`config.mk`:
```
export PLATFORM = sky130hd
export DESIGN_NAME = cpu_id_hz
export DESIGN_NICKNAME = d
export VERILOG_FILES = /design/src/rtl/cpu_id_hz.sv
export SDC_FILE = /design/constraint.sdc
export NUM_CORES = 2
export LEC_CHECK = 0
export CAP_MARGIN = 10
export CELL_PAD_IN_SITES_DETAIL_PLACEMENT = 0
export CELL_PAD_IN_SITES_GLOBAL_PLACEMENT = 1
export CORE_MARGIN = 8
export CORE_UTILIZATION = 31
export CTS_CLUSTER_DIAMETER = 100
export CTS_CLUSTER_SIZE = 12
export DETAILED_ROUTE_END_ITERATION = 8
export GPL_ROUTABILITY_DRIVEN = 0
export PLACE_DENSITY = 0.58
export REMOVE_ABC_BUFFERS = 1
export SLEW_MARGIN = 20
export SYNTH_ARGS = -nofsm -noshare
export SYNTH_HDL_FRONTEND = slang
export SYNTH_SLANG_ARGS = --single-unit
export TNS_END_PERCENT = 50
```
`constraint.sdc`:
```
create_clock -name clk -period 6.45 [get_ports clk]
set_input_delay 1.29 -clock clk [delete_from_list [all_inputs] [get_ports clk]]
set_output_delay 1.29 -clock clk [all_outputs]
set_load 0.05 [all_outputs]
```
`src/rtl/cpu_id_hz.sv`:
```
//==============================================================================
// cpu_id_hz : PLP instruction-decode stage with regfile bypass, MEM forwarding
// and load-use / branch-use interlock.                     Rev 1.0
//==============================================================================
`default_nettype none

module cpu_id_hz #(
  parameter int XLEN     = 32,
  parameter int NREG     = 32,
  parameter int JAL_LINK = 8
) (
  input  logic            clk,
  input  logic            rst,
  input  logic [XLEN-1:0] if_pc,
  input  logic [31:0]     if_inst,
  input  logic            if_valid,
  input  logic            flush,
  input  logic            wb_rfw,
  input  logic [4:0]      wb_rf_waddr,
  input  logic [XLEN-1:0] wb_rf_wdata,
  input  logic            mem_rfw,
  input  logic [4:0]      mem_rf_waddr,
  input  logic            mem_is_load,
  input  logic [XLEN-1:0] mem_alu_result,
  output logic            stall,
  output logic            c_b,
  output logic            c_j,
  output logic [XLEN-1:0] baddr,
  output logic [XLEN-1:0] jaddr,
  output logic            p_valid,
  output logic [XLEN-1:0] p_rfa,
  output logic [XLEN-1:0] p_rfb,
  output logic [XLEN-1:0] p_rfbse,
  output logic [4:0]      p_shamt,
  output logic [5:0]      p_func,
  output logic [4:0]      p_rf_waddr,
  output logic [XLEN-1:0] p_jalra,
  output logic            p_c_rfw,
  output logic            p_c_drw,
  output logic [1:0]      p_c_wbsource,
  output logic [5:0]      p_c_alucontrol
);

  localparam int AW = $clog2(NREG);

  localparam logic [5:0] OP_RTYPE = 6'h00;
  localparam logic [5:0] OP_J     = 6'h02;
  localparam logic [5:0] OP_JAL   = 6'h03;
  localparam logic [5:0] OP_BEQ   = 6'h04;
  localparam logic [5:0] OP_BNE   = 6'h05;
  localparam logic [5:0] OP_ANDI  = 6'h0c;
  localparam logic [5:0] OP_ORI   = 6'h0d;
  localparam logic [5:0] OP_LW    = 6'h23;
  localparam logic [5:0] OP_SW    = 6'h2b;
  localparam logic [5:0] FN_JR    = 6'h08;
  localparam logic [5:0] FN_JALR  = 6'h09;

  typedef struct packed {
    logic            valid;
    logic [XLEN-1:0] rfa;
    logic [XLEN-1:0] rfb;
    logic [XLEN-1:0] rfbse;
    logic [4:0]      shamt;
    logic [5:0]      func;
    logic [4:0]      waddr;
    logic [XLEN-1:0] jalra;
    logic            rfw;
    logic            drw;
    logic [1:0]      wbs;
    logic [5:0]      alu;
  } idex_t;

  idex_t           idex_q, idex_d;
  logic [XLEN-1:0] rf_q [NREG];

  logic [5:0]      op, fn;
  logic [4:0]      rs, rt, rd;
  logic [15:0]     imm;
  logic            is_r, is_j, is_jal, is_beq, is_bne, is_lw, is_sw, is_jr, is_jalr, is_bru;
  logic            uses_rs, uses_rt;
  logic [XLEN-1:0] rs_rf, rt_rf, rs_val, rt_val, imm_ext, pc4;
  logic            ex_hit, mem_hit, ld_use, br_ex, br_mem, go;

  assign op  = if_inst[31:26];
  assign rs  = if_inst[25:21];
  assign rt  = if_inst[20:16];
  assign rd  = if_inst[15:11];
  assign fn  = if_inst[5:0];
  assign imm = if_inst[15:0];

  assign is_r    = (op == OP_RTYPE);
  assign is_j    = (op == OP_J);
  assign is_jal  = (op == OP_JAL);
  assign is_beq  = (op == OP_BEQ);
  assign is_bne  = (op == OP_BNE);
  assign is_lw   = (op == OP_LW);
  assign is_sw   = (op == OP_SW);
  assign is_jr   = is_r && (fn == FN_JR);
  assign is_jalr = is_r && (fn == FN_JALR);
  assign is_bru  = is_beq || is_bne || is_jr || is_jalr;

  assign uses_rs = if_valid && !(is_j || is_jal);
  assign uses_rt = if_valid && (is_r || is_beq || is_bne || is_sw);

  always_ff @(posedge clk) begin
    if (wb_rfw && (wb_rf_waddr != 5'd0))
      rf_q[wb_rf_waddr[AW-1:0]] <= wb_rf_wdata;
  end

  // Write-through read: a same-cycle writeback wins over the stored value.
  assign rs_rf = (rs[AW-1:0] == '0) ? '0 :
                 (wb_rfw && (wb_rf_waddr[AW-1:0] == rs[AW-1:0])) ? wb_rf_wdata : rf_q[rs[AW-1:0]];
  assign rt_rf = (rt[AW-1:0] == '0) ? '0 :
                 (wb_rfw && (wb_rf_waddr[AW-1:0] == rt[AW-1:0])) ? wb_rf_wdata : rf_q[rt[AW-1:0]];

  // Load results are not yet available in MEM, so they never forward.
  assign rs_val = (mem_rfw && !mem_is_load && (mem_rf_waddr == rs) && (rs != 5'd0)) ? mem_alu_result : rs_rf;
  assign rt_val = (mem_rfw && !mem_is_load && (mem_rf_waddr == rt) && (rt != 5'd0)) ? mem_alu_result : rt_rf;

  assign imm_ext = (op == OP_ANDI || op == OP_ORI) ? {{(XLEN-16){1'b0}}, imm}
                                                   : {{(XLEN-16){imm[15]}}, imm};
  assign pc4     = if_pc + XLEN'(4);

  assign ex_hit  = (uses_rs && (rs == idex_q.waddr)) || (uses_rt && (rt == idex_q.waddr));
  assign mem_hit = (uses_rs && (rs == mem_rf_waddr)) || (uses_rt && (rt == mem_rf_waddr));
  assign ld_use  = idex_q.valid && (idex_q.wbs == 2'd1) && (idex_q.waddr != 5'd0) && ex_hit;
  assign br_ex   = is_bru && idex_q.valid && idex_q.rfw && (idex_q.waddr != 5'd0) && ex_hit;
  assign br_mem  = is_bru && mem_is_load && mem_rfw && mem_hit;

  assign stall = if_valid && !flush && (ld_use || br_ex || br_mem);
  assign go    = if_valid && !flush && !stall;

  assign c_b   = go && ((is_beq && (rs_val == rt_val)) || (is_bne && (rs_val != rt_val)));
  assign c_j   = go && (is_j || is_jal || is_jr || is_jalr);
  assign baddr = pc4 + {{(XLEN-18){imm[15]}}, imm, 2'b00};
  assign jaddr = (is_jr || is_jalr) ? rs_val : {pc4[XLEN-1:28], if_inst[25:0], 2'b00};

  always_comb begin
    idex_d       = '0;
    idex_d.valid = if_valid;
    idex_d.rfa   = rs_val;
    idex_d.rfb   = rt_val;
    idex_d.rfbse = is_r ? rt_val : imm_ext;
    idex_d.shamt = if_inst[10:6];
    idex_d.func  = fn;
    idex_d.waddr = is_r ? rd : (is_jal ? 5'd31 : rt);
    idex_d.jalra = if_pc + XLEN'(JAL_LINK);
    if (if_valid) begin
      idex_d.rfw = !(is_beq || is_bne || is_sw || is_j) && (idex_d.waddr != 5'd0);
      idex_d.drw = is_sw;
      idex_d.wbs = is_lw ? 2'd1 : ((is_jal || is_jalr) ? 2'd2 : 2'd0);
      idex_d.alu = op;
    end
    if (stall || flush) begin
      idex_d.valid = 1'b0;
      idex_d.rfw   = 1'b0;
      idex_d.drw   = 1'b0;
      idex_d.wbs   = 2'd0;
    end
  end

  always_ff @(posedge clk) begin
    if (rst) idex_q <= '0;
    else     idex_q <= idex_d;
  end

  assign p_valid        = idex_q.valid;
  assign p_rfa          = idex_q.rfa;
  assign p_rfb          = idex_q.rfb;
  assign p_rfbse        = idex_q.rfbse;
  assign p_shamt        = idex_q.shamt;
  assign p_func         = idex_q.func;
  assign p_rf_waddr     = idex_q.waddr;
  assign p_jalra        = idex_q.jalra;
  assign p_c_rfw        = idex_q.rfw;
  assign p_c_drw        = idex_q.drw;
  assign p_c_wbsource   = idex_q.wbs;
  assign p_c_alucontrol = idex_q.alu;

endmodule

`default_nettype wire
```
==> flow_summary.yaml <==
status:
  status: "finished with violations"
  violations: "setup timing"
pwr:
  power.density_nw_per_um2: 245.6
  clkPwrFrac_pct: 33.9
  switching_share_pct: 28.15
  power_frac_seq_pct: 46.5
  ir_drop_uv: 218.5
  p_int_mw: 13.15
  p_leak_nw: 26.60
  p_sw_mw: 5.153
  share_comb_of_total_power_pct: 19.6
yosys:
  synth_common_cells: "edfxtp_1 (1,024), mux4_2 (360), mux2i_1 (351)"
  yosys.area.top_type: "edfxtp_1"
  avgSynthCellArea_um2: 15.42
  synth_edf_count: 1024
  synth_area_um2: 56100
  synth_flop_cell: "edfxtp_1"
  synth_top_area_share_pct: 54.81
  synth_area_leaders: "edfxtp_1 (55%), mux4_2 (14%), mux2i_1 (6.3%)"
  yosys_warnings: 0
  synth_most_common_cell: "edfxtp_1"
  synthArstFlopShare_pct: 0
  ys_seq_area_share_pct: 60.34
  postSynthCellCount: 3639
  yosys_register_bits: 1179
  synth.distinct_cells: 70
worst_setup_path:
  crit_path_start_kind: "input port"
  worstPathRequired_ps: 5160
  path_max_fanout: 6
  endpoint_kind: "output port"
  critPathKind: "input port to output port"
  cp.arrival_ps: 5440
detailed_routing:
  drt_iter0_drc: 5370
  vias: 41980
  firstDrtPassIters: 9
  wl_per_cell_um: 35.69
  drc: 0
  routed_wl_mm: 258.5
  antenna_left: 0
  viasPerCell: 5.797
die:
  io_pins: 367
  dieArea_um2: 194800
  coreArea_um2: 180400
  fp-row-count: 156
  die_x_um: 441.4
  initial_utilization_pct: 31.11
  die_h_um: 441.4
global_routing:
  grt_max_degree: 59
  overflow: 0
  grtUsageTotal_pct: 25.54
  antenna_found_initial: 14
  grt_pass1_vias: 41640
  grt_pass1_wl_mm: 345.9
clock_network:
  cts-buffers-inserted: 108
  clk_latency_ps: 780
  cts_tree: "done"
  h-tree-depth: 3
  clkSlewWorstSetupHoldPaths_ps: 60
  cts_max_path_buffers: 3
  clk_root_buffer_cell: "clkbuf_16"
  cts_sinks: 1179
  cts_hold_buf: 0
flow_run:
  drv_cap: 0
timing:
  skew_ps: 36.09
  final_max_slew_viol_count: 0
  hold_slack_ps: 893.1
  hold_viol_final: 0
  timing.slew.headroom_pct: 19.87
  grt_setup_unrepaired: "yes"
  setup_viol: 1
  min_period_ps: 6725
  clock.fmax_mhz: 148.7
  period_share_pct: 104.3
  tightest_slew_ps: 1202
  timing.setup.tns_ps: -275.0
  setup_ws_ps: -275.0
finish:
  syn_to_final_growth_pct: 32.88
  nNetsFinal: 4947
  seq_area_um2: 33850
  multi_input_area_um2: 21860
  drive_gt1_share_pct: 33.08
  finalNonFillerCells: 7242
  fill_cells: 16660
placed_design:
  hpwlAfterDp_mm: 181.3
  io_buffers: 366
  place_inst: 6919
min_path:
  hold_path.class: "input port to register"
[worst paths after layout]
| kind | cells after the start | startpoint | slack (ps) | end |
|---|---|---|---|---|
| setup / recovery | 18 | if_inst[21] | -280 | c_b |
| hold / removal | 3 | if_pc[3] | 890 | p_jalra[3]$_SDFF_PP0_ |
| setup reg to reg | 14 | rf_q[31][5]$_DFFE_PP_ | 3490 | p_rfa[5]$_SDFF_PP0_ |
| hold reg to reg | 6 | rf_q[27][17]$_DFFE_PP_ | 1090 | p_rfb[17]$_SDFF_PP0_ |
[routing by layer]
metal | vias to the layer above | routed length (µm) | global-route usage [%]
li1 | 17030 | - | -
met3 | 550 | 22150 | 5.203
met4 | 4 | 16940 | 13.96
met5 | - | 22 | 0
met1 | 21970 | 98430 | 31.65
met2 | 2423 | 120900 | 41.94
[per-stage QoR]
step	worst slack [ps]	power, mW	util, %	area [µm²]
after floorplan	-1600	10.01	-	54890
after global placement	-1105	12.04	38.41	69270
after detailed placement	-1248	12.05	38.44	69330
after CTS	-130.0	18.34	41.03	73990
after global routing	-391.0	18.76	41.32	74520
final	-275.0	18.31	41.33	74540
[power by group through the flow]
stage	combinational [mW]	sequential, mW	clock, mW
final	3.59	8.51	6.20
after global routing	3.70	8.53	6.54
after CTS	3.52	8.51	6.30
after detailed placement	3.37	8.68	0
after global placement	3.37	8.67	0
after floorplan	1.09	8.92	0
[timing repair]
| item | in CTS | in global routing |
|---|---|---|
| resized for setup | 152 | 83 |
| cloned | 8 | 3 |
| setup buffers | 75 | 25 |
| endpoints found under the setup margin | 14 | 12 |
| pin swaps | 75 | 60 |
[logic make-up (layout without fill, tap and decap cells)]
family / Yosys count / count (layout) / share of synthesized area, %
AOI/OAI and AO/OA: 553 / 553 / 7.017
xor gates and xnor gates: 139 / 139 / 2.170
adders and majority gates: 32 / 32 / 0.7271
buffers and inverters: 281 / 1475 / 2.447
DFF: 1179 / 1179 / 60.34
muxes: 719 / 719 / 20.88
other: 1 / 40 / 0.006685
and+or+nand+nor: 735 / 735 / 6.412
[cells in the final DEF, fill, tap and decap left out, types with 18 or more instances in the layout]
cell type,instances
nand4_1,59
nor2_1,149
nor2_4,27
clkdlybuf4s50_1,267
a21oi_1,68
dfxtp_1,155
conb_1,32
a31oi_1,18
edfxtp_1,1024
nand2_1,155
nor2b_1,57
a32o_1,18
mux4_2,360
nand3_1,109
o21ai_0,53
a211oi_1,22
ha_1,29
buf_12,147
clkbuf_1,87
buf_4,760
xnor2_1,68
buf_6,30
clkbuf_16,113
xor2_1,62
a22oi_1,214
mux2i_1,349
[critical path, cell delays in order]
cell	delay (ps)
buf_16	140
buf_8	140
xnor2_2	130
nand4_1	280
buf_4	250
buf_6	110
nor2_4	120
nor3_4	80
buf_4	150
a222oi_1	420
xor2_1	220
nor4_2	300
nand3_1	190
or4_4	490
or4_4	530
a211oi_2	250
buf_4	180
buf_12	140
[sequential cells by signal, indices dropped and copies added (netlist names)]
register        cells
p_rfb              32
p_valid             1
p_rfa              32
p_c_alucontrol      6
p_c_drw             1
p_shamt             5
p_c_wbsource        2
p_jalra            32
rf_q             1024
p_c_rfw             1
p_rf_waddr          5
p_rfbse            32
p_func              6
[cell type report]
class / instances / area share (%)
diodes: 8 / 0.02686
clock buffers: 197 / 4.131
clock inverters: 7 / 0.1460
inverters: 13 / 0.06546
multi-input cells: 2210 / 29.32
flip-flops and latches: 1179 / 45.41
well taps: 2370 / 3.978
repair buffers: 1258 / 16.92
Power figures use the tool's default switching activity.
